`src/rtl/uart_tx_fifo.sv`:
```
// UART transmitter fed by a small FIFO with a valid/ready write port.
// Frame: start, DATA_BITS data (LSB first), optional parity, STOP_BITS stop.
// tx and tx_busy are registered from the current FSM state, so the line lags the FSM by one clock.
module uart_tx_fifo #(
    parameter int unsigned BAUD_DIV   = 5208,
    parameter int unsigned DATA_BITS  = 8,
    parameter int unsigned PARITY     = 0,
    parameter int unsigned STOP_BITS  = 1,
    parameter int unsigned FIFO_DEPTH = 4
) (
    input  logic                            clk,
    input  logic                            rstn,
    input  logic                            s_valid,
    input  logic [DATA_BITS-1:0]            s_data,
    output logic                            s_ready,
    output logic                            tx,
    output logic                            tx_busy,
    output logic [$clog2(FIFO_DEPTH+1)-1:0] fifo_level
);

    localparam int unsigned CntW = $clog2(BAUD_DIV);
    localparam int unsigned BitW = $clog2(DATA_BITS);
    localparam int unsigned PtrW = $clog2(FIFO_DEPTH);
    localparam int unsigned LvlW = $clog2(FIFO_DEPTH + 1);

    localparam logic [CntW-1:0] BaudLast = CntW'(BAUD_DIV - 1);
    localparam logic [BitW-1:0] DataLast = BitW'(DATA_BITS - 1);
    localparam logic [BitW-1:0] StopLast = BitW'(STOP_BITS - 1);

    typedef enum logic [2:0] {StIdle, StStart, StData, StParity, StStop} state_e;

    state_e               state_q, state_d;
    logic [CntW-1:0]      baud_q, baud_d;
    logic [BitW-1:0]      bit_q, bit_d;
    logic [DATA_BITS-1:0] shift_q, shift_d;
    logic                 par_q, par_d;
    logic                 tx_q, tx_d;
    logic                 busy_q, busy_d;

    logic [DATA_BITS-1:0] mem_q [FIFO_DEPTH];
    logic [DATA_BITS-1:0] mem_d [FIFO_DEPTH];
    logic [PtrW-1:0]      wr_ptr_q, wr_ptr_d;
    logic [PtrW-1:0]      rd_ptr_q, rd_ptr_d;
    logic [LvlW-1:0]      level_q, level_d;

    logic                 push;
    logic                 pop;
    logic                 baud_end;
    logic [DATA_BITS-1:0] head;

    assign s_ready    = (level_q != LvlW'(FIFO_DEPTH));
    assign push       = s_valid && s_ready;
    assign head       = mem_q[rd_ptr_q];
    assign baud_end   = (baud_q == BaudLast);
    assign tx         = tx_q;
    assign tx_busy    = busy_q;
    assign fifo_level = level_q;

    // FIFO next state; pointers wrap naturally since FIFO_DEPTH is a power of two
    always_comb begin
        mem_d    = mem_q;
        wr_ptr_d = wr_ptr_q;
        rd_ptr_d = rd_ptr_q;
        level_d  = level_q;
        if (push) begin
            mem_d[wr_ptr_q] = s_data;
            wr_ptr_d        = wr_ptr_q + PtrW'(1);
        end
        if (pop) begin
            rd_ptr_d = rd_ptr_q + PtrW'(1);
        end
        if (push && !pop) begin
            level_d = level_q + LvlW'(1);
        end else if (!push && pop) begin
            level_d = level_q - LvlW'(1);
        end
    end

    // Frame sequencer: next state, bit/baud counters, shift register and parity accumulator
    always_comb begin
        state_d = state_q;
        bit_d   = bit_q;
        shift_d = shift_q;
        par_d   = par_q;
        pop     = 1'b0;
        baud_d  = (state_q == StIdle || baud_end) ? '0 : baud_q + CntW'(1);
        case (state_q)
            StIdle: begin
                if (level_q != '0) begin
                    pop     = 1'b1;
                    state_d = StStart;
                    shift_d = head;
                    par_d   = 1'b0;
                    bit_d   = '0;
                end
            end
            StStart: begin
                if (baud_end) begin
                    state_d = StData;
                    bit_d   = '0;
                end
            end
            StData: begin
                if (baud_end) begin
                    shift_d = shift_q >> 1;
                    par_d   = par_q ^ shift_q[0];
                    if (bit_q == DataLast) begin
                        bit_d   = '0;
                        state_d = (PARITY != 0) ? StParity : StStop;
                    end else begin
                        bit_d = bit_q + BitW'(1);
                    end
                end
            end
            StParity: begin
                if (baud_end) begin
                    state_d = StStop;
                    bit_d   = '0;
                end
            end
            StStop: begin
                if (baud_end) begin
                    if (bit_q == StopLast) begin
                        bit_d = '0;
                        // Chain straight into the next start bit when more data is queued
                        if (level_q != '0) begin
                            pop     = 1'b1;
                            state_d = StStart;
                            shift_d = head;
                            par_d   = 1'b0;
                        end else begin
                            state_d = StIdle;
                        end
                    end else begin
                        bit_d = bit_q + BitW'(1);
                    end
                end
            end
            default: state_d = StIdle;
        endcase
    end

    // Line level and busy flag decoded from the current state, registered below
    always_comb begin
        tx_d   = 1'b1;
        busy_d = (state_q != StIdle);
        case (state_q)
            StStart:  tx_d = 1'b0;
            StData:   tx_d = shift_q[0];
            StParity: tx_d = (PARITY == 1) ? ~par_q : par_q;
            default:  tx_d = 1'b1;
        endcase
    end

    // State registers; reset aborts any frame and drops queued data
    always_ff @(posedge clk or negedge rstn) begin
        if (!rstn) begin
            state_q  <= StIdle;
            baud_q   <= '0;
            bit_q    <= '0;
            shift_q  <= '0;
            par_q    <= 1'b0;
            tx_q     <= 1'b1;
            busy_q   <= 1'b0;
            wr_ptr_q <= '0;
            rd_ptr_q <= '0;
            level_q  <= '0;
            for (int i = 0; i < FIFO_DEPTH; i++) begin
                mem_q[i] <= '0;
            end
        end else begin
            state_q  <= state_d;
            baud_q   <= baud_d;
            bit_q    <= bit_d;
            shift_q  <= shift_d;
            par_q    <= par_d;
            tx_q     <= tx_d;
            busy_q   <= busy_d;
            wr_ptr_q <= wr_ptr_d;
            rd_ptr_q <= rd_ptr_d;
            level_q  <= level_d;
            mem_q    <= mem_d;
        end
    end

endmodule

```
`config.mk`:
```
export PLATFORM = sky130hd
export DESIGN_NAME = uart_tx_fifo
export DESIGN_NICKNAME = d
export VERILOG_FILES = /design/src/rtl/uart_tx_fifo.sv
export SDC_FILE = /design/constraint.sdc
export NUM_CORES = 1
export LEC_CHECK = 0
export CELL_PAD_IN_SITES_DETAIL_PLACEMENT = 0
export CELL_PAD_IN_SITES_GLOBAL_PLACEMENT = 1
export CORE_ASPECT_RATIO = 1.5
export CORE_UTILIZATION = 45
export DETAILED_ROUTE_END_ITERATION = 10
export PLACE_DENSITY = 0.79
export SYNTH_ARGS = -nofsm -noshare
export SYNTH_HDL_FRONTEND = slang
export SYNTH_SLANG_ARGS = --single-unit
```
`constraint.sdc`:
```
create_clock -name clk -period 2.5 [get_ports clk]
set_input_delay 0.25 -clock clk [delete_from_list [all_inputs] [get_ports clk]]
set_output_delay 0.25 -clock clk [all_outputs]
set_load 0.005 [all_outputs]
```
# After elaboration in Yosys (flattened, before gate mapping)
# Cells that the tools add are included.
# Widths: inputs -> output; s select.
# word_totals
ff_bits	69
inputBits	11
out_inout_bits	6
word_cells	99
# op_classes
magnitude_cmp	3
reduce_logical	18
n_bitwise	3
eq_ne	15
n_mux	40
addsub	6
# op_table
operator	count
$mux 8	7
$mux 3	15
$bwmux 32	1
$pmux 8 s3	1
$bmux 8 s2	1
$demux 8 s2	1
$pmux 3 s5	1
$add 13x1->13 const B	1
$eq 13x13->1 const B	1
$mux 13	1
$ne 2x2->1 const B	6
$pmux 3 s4	1
$reduce_bool 3->1	3
$mux 1	8
$reduce_and 7->1	1
$add 3x1->3 const B	2
$eq 3x2->1 const B	2
$eq 3x3->1 const B	2
$ge 3x3->1 const B	2
$logic_not 3->1	2
$not 2->3	2
$pmux 1 s3	2
$reduce_and 5->1	1
$add 2x1->2 const B	2
14 further kinds	19

# Logic depth before layout (Yosys ltp)
# Gate-level depths: netlist (run 1).
# logic_depth
ltp_word	8
mapped_depth	11
ltp_nobuf	11

# Worst setup path after synthesis (run 1)
# No wires, ideal clock.
# synth_path
path_type	flip-flop to flip-flop
startpoint	register baud_q[0]
endpoint	register level_q[2], in the netlist fifo_level[2]
stages_incl_launch_ff	11
t_arrival_ns	2.255
path_slack_ns	0.166
required_ns	2.421
cell_sequence	dfrtp_1 ha_1 and4bb_2 a31o_2 nand3_1 ha_1 inv_1 fa_1 xor2_1 nor2_1 xor2_1
# synth_via
elab_chain_cells	6
word_cells_on_any_way	8
# synth_lines
item	line_no	source
from (decl)	33	logic [CntW-1:0] baud_q, baud_d;
from (signal assigned)	173	baud_q <= baud_d;
$eq 13x13->1 (*)	54	assign baud_end = (baud_q == BaudLast);
$mux 1 (*)	122	if (baud_end) begin
$pmux 1 s2 (*)	87	case (state_q)
$logic_not 1->1	72	if (push && !pop) begin
$logic_and 1x1->1	72	
$mux 3 or $reduce_bool 2->1 (tied branches)	-	
to (signal assigned)	181	level_q <= level_d;
to (decl)	44	logic [LvlW-1:0] level_q, level_d;
# Mark *: on every way between the ends. The rest lies on a longest branch, timed or not.
# A chain may end at the register's enable or synchronous reset.

# Worst setup path in the final report (run 1)
# Ends and elaborated chain as after synthesis.

==> results of run 1 <==
layout make-up:
cell class              instances  area [µm²]
clock inverters                 6       65.06
repair buffers                 28       260.3
inverters                      11       41.29
multi-input cells             172        1565
clock buffers                   9       123.9
well taps                     100       125.1
fillers                       631        3366
flip-flops and latches         69        1728
cells by family (layout without fill, tap and decap cells):
group	after synthesis	count (layout)	share of synthesized area [%]
flip-flops	69	69	51.07
multiplexers	58	58	23.19
XOR/XNOR	14	14	3.624
adder cells (fa/ha/maj)	10	10	3.920
AO/OA/AOI/OAI	28	28	5.400
buffers and inverters	20	54	2.737
AND/OR/NAND/NOR	62	62	10.06
cell usage in the layout (no fill, tap or decap), types with 2 or more instances in the layout:
cell type        count
a21oi_1              8
nor2_1              12
or4_1                2
inv_1               11
mux2i_1              2
clkbuf_8             9
clkinv_4             2
nand2b_1             3
xnor2_1              9
nand3_1              7
clkdlybuf4s50_1     15
xor2_1               5
mux2_4               6
nor3_1               4
and3_1               3
ha_1                 8
mux2_2              42
nor4_1               2
dfrtp_1             68
or3_1                3
mux4_1               5
nand4_1              4
nand2_1             12
clkinv_2             2
o31ai_1              2
a31oi_1              2
o21ai_0              7
a221o_1              2
buf_4               10
mux4_2               2
path summary, 6_finish.rpt:
| check | from | endpoint | slack [ns] | cells after the start |
|---|---|---|---|---|
| min in group clk | shift_q[7]$_DFFE_PN0P_ | shift_q[7]$_DFFE_PN0P_ | 0.49 | 1 |
| setup / recovery | baud_q[0]$_DFF_PN0_ | fifo_level[2]$_DFFE_PN0P_ | 0.18 | 10 |
| max in group asynchronous | rstn | tx$_DFF_PN1_ | 1.30 | 3 |
| hold reg to reg | shift_q[7]$_DFFE_PN0P_ | shift_q[7]$_DFFE_PN0P_ | 0.49 | 1 |
| hold / removal | rstn | bit_q[2]$_DFFE_PN0P_ | 0.48 | 2 |
| setup reg to reg | baud_q[0]$_DFF_PN0_ | fifo_level[2]$_DFFE_PN0P_ | 0.18 | 10 |
metrics by stage:
step	util [%]	hold slack, ns	cell area, µm²	total power, mW
final	53.73	0.4836	3909	4.091
after floorplan	-	-0.04559	3383	2.850
after CTS	53.70	0.4920	3906	4.140
after global routing	53.73	0.5090	3909	4.365
after detailed placement	50.96	0.3298	3707	3.260
after global placement	50.96	0.3222	3707	3.194
worst register-to-register path, cell delays in order (launching register included):
cell      delay, ns
dfrtp_1        0.41
ha_2           0.22
and4bb_2       0.27
a31o_2         0.22
nand3_1        0.10
ha_1           0.19
inv_1          0.06
fa_1           0.37
xor2_1         0.17
nor2_1         0.11
xor2_1         0.15
state kept, by name (all words and copies together) (netlist names):
name        flops
mem_q          32
baud_q         13
shift_q         8
bit_q           3
fifo_level      3
state_q         3
rd_ptr_q        2
wr_ptr_q        2
par_q           1
tx              1
tx_busy         1
report_power, final:
| group | switching, mW | internal [mW] | leakage (nW) | total, mW |
|---|---|---|---|---|
| clock network | 0.419 | 0.454 | 0.0950 | 0.873 |
| logic | 0.477 | 0.884 | 0.753 | 1.36 |
| registers | 0.304 | 1.55 | 0.845 | 1.86 |
| total | 1.20 | 2.89 | 1.69 | 4.09 |
metal layers:
layer | wire length, µm | vias up | GRT usage, %
met5 | 0 | - | 0
met4 | 129 | 0 | 9.384
met3 | 131 | 10 | 2.516
met2 | 3304 | 30 | 30.24
met1 | 2532 | 1075 | 21.80
li1 | - | 1008 | -
what timing repair did:
item,CTS,global route
hold buffers,1,0
setup endpoints to repair,0,1
gates resized for setup,0,1
hold endpoints to repair,28,0
==> results.sh, run 1 <==
export IMPL_period_needed_ns=2.319
export IMPL_synth_edf_count=0
export IMPL_core_area_mm2=0.007274
export IMPL_startpoint_type="register"
export IMPL_grt_pass1_wl_mm=10.44
export IMPL_drtAntennaViolNets=0
export IMPL_slew_viol_final=0
export IMPL_clock_skew_final_ns=0.008858
export IMPL_ctsLongestPathBuffers=2
export IMPL_drv_cap=0
export IMPL_grt_overflow=0
export IMPL_drive_gt1_share_pct=29.49
export IMPL_vias_per_cell=5.375
export IMPL_synth_area_leader_cell="dfrtp_1"
export IMPL_worstPathMaxFanout=6
export IMPL_dp_cells=379
export IMPL_critPathTopFamily="adder cells"
export IMPL_vias=2123
export IMPL_htree_levels=3
export IMPL_tritoncts="yes"
export IMPL_status="finished, final reports clean"
export IMPL_power_density_mw_per_mm2=1047
export IMPL_place_congestion=0.7986
export IMPL_cts_setup_buffers=0
export IMPL_yosysMostFrequentCell="dfrtp_1"
export IMPL_die_area_mm2=0.007876
export IMPL_dpl_hpwl_mm=4.362
export IMPL_maxSlewHeadroom_pct=54.86
export IMPL_critPathMostFrequentCell="xor2_1"
export IMPL_synth_seq_cells=69
export IMPL_first_pass_iters=4
export IMPL_async_reset_ff_share_pct=100.0
export IMPL_cp_slowest_cell="dfrtp_1"
export IMPL_nets=312
export IMPL_cts_clk_slew_worst_paths_ns=0.07
export IMPL_fin_crit_sh_pct=92.76
export IMPL_start_util_pct=46.51
export IMPL_ir_drop_mv=0.6605
export IMPL_routed_wl_mm=6.097
export IMPL_drtIter0Drc=107
export IMPL_yosysUniqueCellTypes=48
export IMPL_io_buffers=16
export IMPL_ys_warn_count=0
export IMPL_synth_seq_area_share_pct=51.07
export IMPL_track_usage_pct=17.82
export IMPL_die_h_um=108.2
export IMPL_finalSetupTns_ns=0
export IMPL_rows=38
export IMPL_cp_num_buf_inv=1
export IMPL_cts_made_buffers=9
export IMPL_p_leak_nw=1.694
export IMPL_tightest_slew_ns=0.6771
export IMPL_syn_instance_count=261
export IMPL_clock_latency_ns=0.34
export IMPL_n_antenna_cell=0
export IMPL_hold_viol=0
export IMPL_setup_slack_ns=0.1811
export IMPL_cts_root_buf="clkbuf_8"
export IMPL_antenna_found_initial=0
export IMPL_worstPathRequired_ns=2.77
export IMPL_dp_slack_ns=0.1367
export IMPL_yosysTopAreaCellShare_pct=50.30
export IMPL_post_drt_wl_per_cell_um=15.44
export IMPL_cp_arrival_ns=2.59
export IMPL_max_stage_delay_ns=0.41
export IMPL_worstHoldPathType="input port to asynchronous set/reset pin"
export IMPL_num_io_pins=17
export IMPL_die_w_um=72.80
export IMPL_avgSynthCellArea_um2=12.96
export IMPL_clock_sinks=69
export IMPL_endpoint_kind="register"
export IMPL_syn_area_mm2=0.003383
export IMPL_crit_chain="ha_2 -> and4bb_2 -> a31o_2 -> nand3_1 -> ha_1 -> inv_1 -> fa_1 -> xor2_1 -> nor2_1 -> xor2_1"
export IMPL_syn_num_nets=282
export IMPL_drc_errors=0
export IMPL_finalSetupViolations=0
export IMPL_synthTopCellsByCount="dfrtp_1 (68), mux2_2 (42), nand2_1 (12), nor2_1 (12), inv_1 (11)"
export IMPL_ys_top_cells_by_area="dfrtp_1 (50%), mux2_2 (14%), mux4_1 (3.9%), ha_1 (3.3%), mux2_4 (2.7%)"
export IMPL_grt_pass1_vias=2189
export IMPL_fmax_mhz=431.2
export IMPL_syn2layout_area_growth_pct=15.53
export IMPL_instances_no_fill=395
export IMPL_rsz0062_at_grt="no"
export IMPL_grt_max_degree=42
export IMPL_synth_ff_type="dfrtp_1"
export IMPL_path_class="register to register"
No activity file was read; power rests on OpenSTA's default activity.
==> run 2, diff against run 1 <==
Settings changed: ABC_AREA from default to 0, CELL_PAD_IN_SITES_DETAIL_PLACEMENT 0 to 1, SKIP_CTS_REPAIR_TIMING from default to 1.
==> results.sh, run 2 (synthesized netlist as in run 1, its figures left out) <==
export IMPL_status="finished, final reports clean"
export IMPL_grt_max_degree=42
export IMPL_core_area_mm2=0.007274
export IMPL_largest_reg_flops=32
export IMPL_fmax_mhz=425.1
export IMPL_syn2layout_area_growth_pct=16.16
export IMPL_place_congestion=0.7986
export IMPL_cts_made_buffers=9
export IMPL_grt_pass1_wl_mm=12.20
export IMPL_worstPathMaxFanout=5
export IMPL_period_needed_ns=2.352
export IMPL_clock_skew_final_ns=0.01119
export IMPL_clock_latency_ns=0.35
export IMPL_start_util_pct=46.51
export IMPL_vias=2183
export IMPL_worstHoldPathType="register to register"
export IMPL_routed_wl_mm=7.241
export IMPL_tritoncts="yes"
export IMPL_reg_top3="mem_q: 32 flops, baud_q: 13 flops, shift_q: 8 flops"
export IMPL_n_antenna_cell=0
export IMPL_post_drt_wl_per_cell_um=18.19
export IMPL_die_h_um=108.2
export IMPL_startpoint_type="register"
export IMPL_drive_gt1_share_pct=30.54
export IMPL_nets=315
export IMPL_cp_num_buf_inv=1
export IMPL_tightest_slew_ns=0.6817
export IMPL_grt_pass1_vias=2515
export IMPL_slew_viol_final=0
export IMPL_worstPathRequired_ns=2.76
export IMPL_crit_chain="ha_2 -> and4bb_2 -> a31o_2 -> nand3_2 -> ha_2 -> inv_1 -> fa_2 -> xor2_1 -> nor2_1 -> xor2_1"
export IMPL_clock_sinks=69
export IMPL_io_buffers=16
export IMPL_htree_levels=3
export IMPL_rsz0062_at_grt="no"
export IMPL_path_class="register to register"
export IMPL_fin_crit_sh_pct=94.09
export IMPL_hold_viol=0
export IMPL_cts_clk_slew_worst_paths_ns=0.08
export IMPL_max_stage_delay_ns=0.40
export IMPL_num_io_pins=17
export IMPL_vias_per_cell=5.485
export IMPL_drc_errors=0
export IMPL_maxSlewHeadroom_pct=54.55
export IMPL_rows=38
export IMPL_grt_overflow=0
export IMPL_ir_drop_mv=0.6184
export IMPL_drtIter0Drc=121
export IMPL_layout_commonest_cell="dfrtp_1"
export IMPL_final_cell_mix="dfrtp_1 (68), mux2_2 (42), clkdlybuf4s50_1 (15)"
export IMPL_endpoint_kind="register"
export IMPL_die_w_um=72.80
export IMPL_power_density_mw_per_mm2=1064
export IMPL_drv_cap=0
export IMPL_ctsLongestPathBuffers=2
export IMPL_cp_slowest_cell="dfrtp_1"
export IMPL_drtAntennaViolNets=0
export IMPL_first_pass_iters=4
export IMPL_hold_ws_ns=0.4709
export IMPL_p_leak_nw=1.705
export IMPL_cts_root_buf="clkbuf_8"
export IMPL_largest_register="mem_q"
export IMPL_dpl_hpwl_mm=5.299
export IMPL_finish_utilization_pct=54.02
export IMPL_cp_arrival_ns=2.61
export IMPL_critPathTopFamily="adder cells"
export IMPL_antenna_found_initial=0
export IMPL_die_area_mm2=0.007876
export IMPL_finalSetupViolations=0
export IMPL_track_usage_pct=21.34
run 2: report_power, final:
group | switching, mW | leakage [nW] | total (mW) | internal, mW
Sequential | 0.329 | 0.845 | 1.88 | 1.55
Combinational | 0.546 | 0.767 | 1.45 | 0.904
Clock | 0.410 | 0.0926 | 0.846 | 0.436
Total | 1.29 | 1.70 | 4.18 | 2.90
run 2: final timing paths:
kind / depth (start not counted) / slack (ns) / endpoint / from
setup / recovery: 10 / 0.15 / fifo_level[2]$_DFFE_PN0P_ / baud_q[0]$_DFF_PN0_
hold / removal: 1 / 0.47 / baud_q[0]$_DFF_PN0_ / baud_q[0]$_DFF_PN0_
setup reg to reg: 10 / 0.15 / fifo_level[2]$_DFFE_PN0P_ / baud_q[0]$_DFF_PN0_
hold reg to reg: 1 / 0.47 / baud_q[0]$_DFF_PN0_ / baud_q[0]$_DFF_PN0_
max in group asynchronous: 3 / 1.30 / tx$_DFF_PN1_ / rstn
min in group asynchronous: 2 / 0.49 / bit_q[1]$_DFFE_PN0P_ / rstn
run 2: final cells by class:
cell class,instances,area [µm²]
multi-input cells,172,1575
clock buffers,14,172.7
fillers,754,3344
well taps,100,125.1
repair buffers,31,282.8
flip-flops and latches,69,1728
clock inverters,1,5.005
inverters,11,41.29
run 2: per-stage QoR:
| step | cell area (µm²) | setup slack (ns) | TNS (ns) | power [mW] | std cells |
|---|---|---|---|---|---|
| after floorplan | 3383 | 0.1655 | 0 | 2.850 | 261 |
| after global routing | 3930 | 0.03798 | 0 | 4.420 | 398 |
| after CTS | 3885 | -0.02792 | -0.02792 | 4.195 | 394 |
| final | 3930 | 0.1479 | 0 | 4.180 | 398 |
| after detailed placement | 3707 | -0.002019 | -0.002019 | 3.338 | 379 |
| after global placement | 3707 | 0.1791 | 0 | 3.194 | 379 |
run 2: worst register-to-register path, stage by stage (launching register included):
cell	delay (ns)
dfrtp_1	0.40
ha_2	0.22
and4bb_2	0.26
a31o_2	0.22
nand3_2	0.09
ha_2	0.18
inv_1	0.05
fa_2	0.33
xor2_1	0.16
nor2_1	0.14
xor2_1	0.21
run 2: per-layer routing:
layer  track usage [%]  wire, µm  vias to the layer above
met1             22.26      2773                     1136
met3             4.380       133                       17
li1                  -         -                     1007
met5                 0         0                        -
met4             9.664       170                        0
met2             40.12      4163                       23
==> run 3, diff against run 2 <==
Settings changed: GPL_ROUTABILITY_DRIVEN from default to 0.
==> results of run 3 <==
The final DEF is identical to that of run 2; final timing and power are the same.
==> patch 1 (config.mk and constraints of run 2) <==
Reset style: synchronous (`rstn`), changed in one clocked block.
--- a/src/rtl/uart_tx_fifo.sv
+++ b/src/rtl/uart_tx_fifo.sv
@@ -153,7 +153,7 @@
     end
 
     // State registers; reset aborts any frame and drops queued data
-    always_ff @(posedge clk or negedge rstn) begin
+    always_ff @(posedge clk) begin
         if (!rstn) begin
             state_q  <= StIdle;
             baud_q   <= '0;
Function: differs if rstn is asserted again (counterexample within 4 cycles, from zero or initial values and one cycle with rstn low); with rstn held inactive, the same outputs for 10 cycles.
==> patch 1 against run 2 <==
The flow now finishes with violations (setup timing); power down 21%; core utilization up 1.9 points; sequential share of layout area down 8.3 points; cell count up 15%; final area down 1.1%; first-iteration DRC count down 31%; hold slack worse by 0.0012 ns; sequential cell count unchanged; routed wire length up 9.0%; area after synthesis down 3.5%; worst setup slack worse by 0.17 ns.
==> patch 1: results (changes against run 2) <==
* Worst reg2reg path startpoint: baud_q[5]
* WHS Endpoint: shift_q[7]
* Final nets at 396 (+26%)
* Reg2Reg Setup Slack at -0.02 ns (-0.17 ns)
* Syn nets at 358 (+27%)
* Layout Cells excl Fill at 457 (+15%)
* Status: finished, violations left
* Slowest CP cell: or4b_4
* Slew HR at 58.0% (+3.4 points)
* Violated checks: setup timing
* Arrival time at the worst endpoint at 2.80 ns (+0.19 ns)
* Worst setup margin at -0.0217 ns (-0.170 ns)
* Synth top cells by count: 69 x dfxtp_1, 52 x nor2_1, 43 x mux2i_1
* Met3 usage at 2.84% (-1.5 points)
* Fill cells at 776 (+2.9%)
* Hold Path Depth at 2 (+1)
* Sequential area share after synthesis at 42.3% (-8.8 points)
* Asr flop ratio synth at 0% (-100 points)
* TNS Setup at -0.0217 ns (-0.0217 ns)
* Routed wl met2 at 4.36 mm (+4.8%)
* DP Area at 3670 µm² (-1.0%)
* Final GP Congestion at 0.744 (-6.8%)
* Routed WL at 7.89 mm (+9.0%)
* First-pass GRT wire length at 13.2 mm (+8.1%)
* Final setup viols at 1 (+1)
* WL met3 at 97 µm (-27%)
* Inst Count DP at 439 (+16%)
* Hold Crit Start: shift_q[7]
* Internal power at 2.18 mW (-25%)
* CP top delay family: simple AND/OR/NAND/NOR gates
* PortBufs at 16 (unchanged)
* Vias in the first global route at 2846 (+13%)
* Initial DRC count at 84 (-31%)
* Synth area leaders: dfxtp_1 42%, mux2i_1 13%, nor2_1 6.0%, mux4_2 5.5%, nor3_1 3.5%
* All-Layer GR Usage at 22.4% (+1.0 points)
* DP Wirelength at 5.66 mm (+6.8%)
* Crit-path max FO at 3 (-2)
* Vias per cell at 5.69 (+3.8%)
* Mapped Cells at 337 (+29%)
* Slowest Stage Delay on Critical Path at 0.56 ns (+0.16 ns)
* Leak at 1.60 nW (-6.4%)
* Yosys cell types at 45 (-6.3%)
* Wire length on met1 at 3.28 mm (+18%)
* Max VDD drop at 0.421 mV (-32%)
* Place WS at -0.0124 ns (-0.0104 ns)
* Ys flop type: dfxtp_1
* GRT met1 Usage at 24.0% (+1.8 points)
patch 1: kinds of logic after synthesis:
logic type | Yosys count | share of synthesized area, %
AOI/OAI and AO/OA | 32 | 7.55
buffers and inverters | 31 | 3.75
adders and majority gates | 10 | 4.06
muxes | 52 | 19.0
xor gates and xnor gates | 14 | 3.75
DFF | 69 | 42.3
and+or+nand+nor | 129 | 19.5
patch 1: power groups by stage:
stage	sequential [mW]	clock [mW]	combinational, mW
global route	1.35	0.871	1.27
CTS	1.34	0.830	1.11
floorplan	1.34	0	0.703
finish	1.34	0.813	1.14
detailed placement	1.36	0	1.11
global placement	1.35	0	1.06
patch 1: area by class of cell:
class,count,area [µm²],share of cell area [%]
multi-input combinational,237,1800,46.4
sequential,69,1390,35.6
inverter,13,48.8,1.26
clock inverter,5,36.3,0.934
timing repair buffer,45,378,9.72
tap,78,97.6,2.51
clock buffer,10,138,3.54
==> patch 2 (config.mk and constraints of run 2) <==
Without the edit above. Set the parameter `DATA_BITS` to 32 (it was 8).
--- a/src/rtl/uart_tx_fifo.sv
+++ b/src/rtl/uart_tx_fifo.sv
@@ -3,7 +3,7 @@
 // tx and tx_busy are registered from the current FSM state, so the line lags the FSM by one clock.
 module uart_tx_fifo #(
     parameter int unsigned BAUD_DIV   = 5208,
-    parameter int unsigned DATA_BITS  = 8,
+    parameter int unsigned DATA_BITS  = 32,
     parameter int unsigned PARITY     = 0,
     parameter int unsigned STOP_BITS  = 1,
     parameter int unsigned FIFO_DEPTH = 4
Interface: changed (resized s_data); port bits go from 17 to 41. The function was not compared with the original's and may differ.
==> patch 2 against run 2 <==
The run now ends with setup timing left; power grew to 3.0 times the old value; worst setup slack got worse by 0.39 ns; routed wire length rose to 2.8 times the old value; largest power group unchanged; area after synthesis rose to 2.6 times the old value; sequential cell count increased by 122; final area rose to 2.7 times the old value; die area rose to 2.5 times the old value; clock power grew to 3.1 times the old value.
==> patch 2: results (changes against run 2) <==
* Vias in the first global route at 6158 (+140%)
* Inst Count DP at 895 (+140%)
* Violated checks: setup timing
* Worst slew pin tran at 0.719 ns (+0.0374 ns)
* Sequential area share after synthesis at 54.5% (+3.4 points)
* Clk root buf: clkbuf_16
* Multi-input logic area at 3830 µm² (+140%)
* Synth Area in Compound Gates at 9.69% (+4.3 points)
* H-tree levels at 4 (+1)
* Syn nets at 647 (+130%)
* Arrival time at the worst endpoint at 3.07 ns (+0.46 ns)
* Vias per cell at 5.79 (+5.5%)
* All-Layer GR Usage at 22.3% (+0.99 points)
* Layout Cells excl Fill at 936 (+140%)
* Xor-xnor portion of the synthesized cell area at 1.60% (-2.0 points)
* PortBufs at 40 (+24)
* Worst setup margin at -0.243 ns (-0.390 ns)
* TNS Setup at -0.444 ns (-0.444 ns)
* Final nets at 712 (+130%)
* Mapped Cells at 602 (+130%)
* Yosys cell types at 49 (+2.1%)
* DP Area at 9750 µm² (+160%)
* Place WS at -0.222 ns (-0.220 ns)
* Final GP Congestion at 0.849 (+6.3%)
* DP Wirelength at 12.8 mm (+140%)
* Post-DR wirelength/cell at 22.0 µm (+21%)
* TritonCTS Buffers at 17 (+8)
* Layout cells sized above 1 at 41.8% (+11 points)
* Adder-Cell Fraction of Synth Area at 1.51% (-2.4 points)
* Synth top cells by count: 190 x dfrtp_1, 129 x mux2_2, 32 x mux4_2, 32 x o22ai_1, 29 x a2bb2oi_2
* Clock Latency Late Sink at 0.44 ns (+0.09 ns)
* Largest net degree at the start of global routing at 72 (+71%)
* First-pass GRT wire length at 33.8 mm (+180%)
* Leak at 4.31 nW (+150%)
* Status: finished, violations left
* Fill cells at 1833 (+140%)
* Max VDD drop at 0.761 mV (+23%)
* Final setup viols at 2 (+2)
* Initial DRC count at 153 (+26%)
* Crit-path max FO at 2 (-3)
* Slowest Stage Delay on Critical Path at 0.48 ns (+0.08 ns)
* Synth area leaders: dfrtp_1 54%, mux2_2 17%, mux4_2 8.2%, a2bb2oi_2 5.0%, o22ai_1 2.3%
* Biggest regs: mem_q x128, shift_q x32, baud_q x13
* Setup Skew at 0.00707 ns (-0.00412 ns)
* Worst hold path class: input pin to async pin
patch 2: changes by cell type after synthesis, moves of 5 or more:
cell	run 2	this run
mux4_2	2	32
a2bb2oi_2	0	29
mux2_2	42	129
dfrtp_1	68	190
o22ai_1	0	32
nor2_1	12	19
clkbuf_1	5	16
mux4_1	5	0
mux2_4	6	0
buf_1	0	14
patch 2: metal layers:
layer	global-route usage, %	up-vias	wire length (µm)
met1	26.2	2902	7920
li1	-	2388	-
met3	4.10	37	554
met4	8.55	0	444
met2	39.8	91	11600
met5	0	-	0
patch 2: cell type report:
cell class | instances | area share, %
inverters | 12 | 0.431
flip-flops and latches | 191 | 45.7
clock inverters | 14 | 1.27
clock buffers | 18 | 4.20
well taps | 256 | 3.06
repair buffers | 85 | 8.70
multi-input cells | 360 | 36.6
patch 2: cells by family (layout without fill, tap and decap cells):
logic type	Yosys count	count (layout)
XOR/XNOR	16	16
multiplexers	164	164
buffers and inverters	51	129
flip-flops	191	191
AO/OA/AOI/OAI	89	89
adder cells (fa/ha/maj)	10	10
AND/OR/NAND/NOR	81	81
patch 2: report_power, final:
group          switching (mW)  total, mW  leakage, nW  internal, mW
clock                    1.23       2.65        0.267          1.41
combinational            1.61       4.36         1.77          2.75
sequential              0.987       5.52         2.27          4.54
patch 2: path summary, 6_finish.rpt:
kind / from / endpoint / slack, ns / cells past startpoint
max: bit_q[1] / fifo_level[1] / -0.24 / 9
min in group clk: mem_q[58] / mem_q[58] / 0.50 / 1
max in group asynchronous: rstn / mem_q[39] / 1.27 / 3
max reg2reg: bit_q[1] / fifo_level[1] / -0.24 / 9
min: rstn / mem_q[71] / 0.40 / 2
min reg2reg: mem_q[58] / mem_q[58] / 0.50 / 1
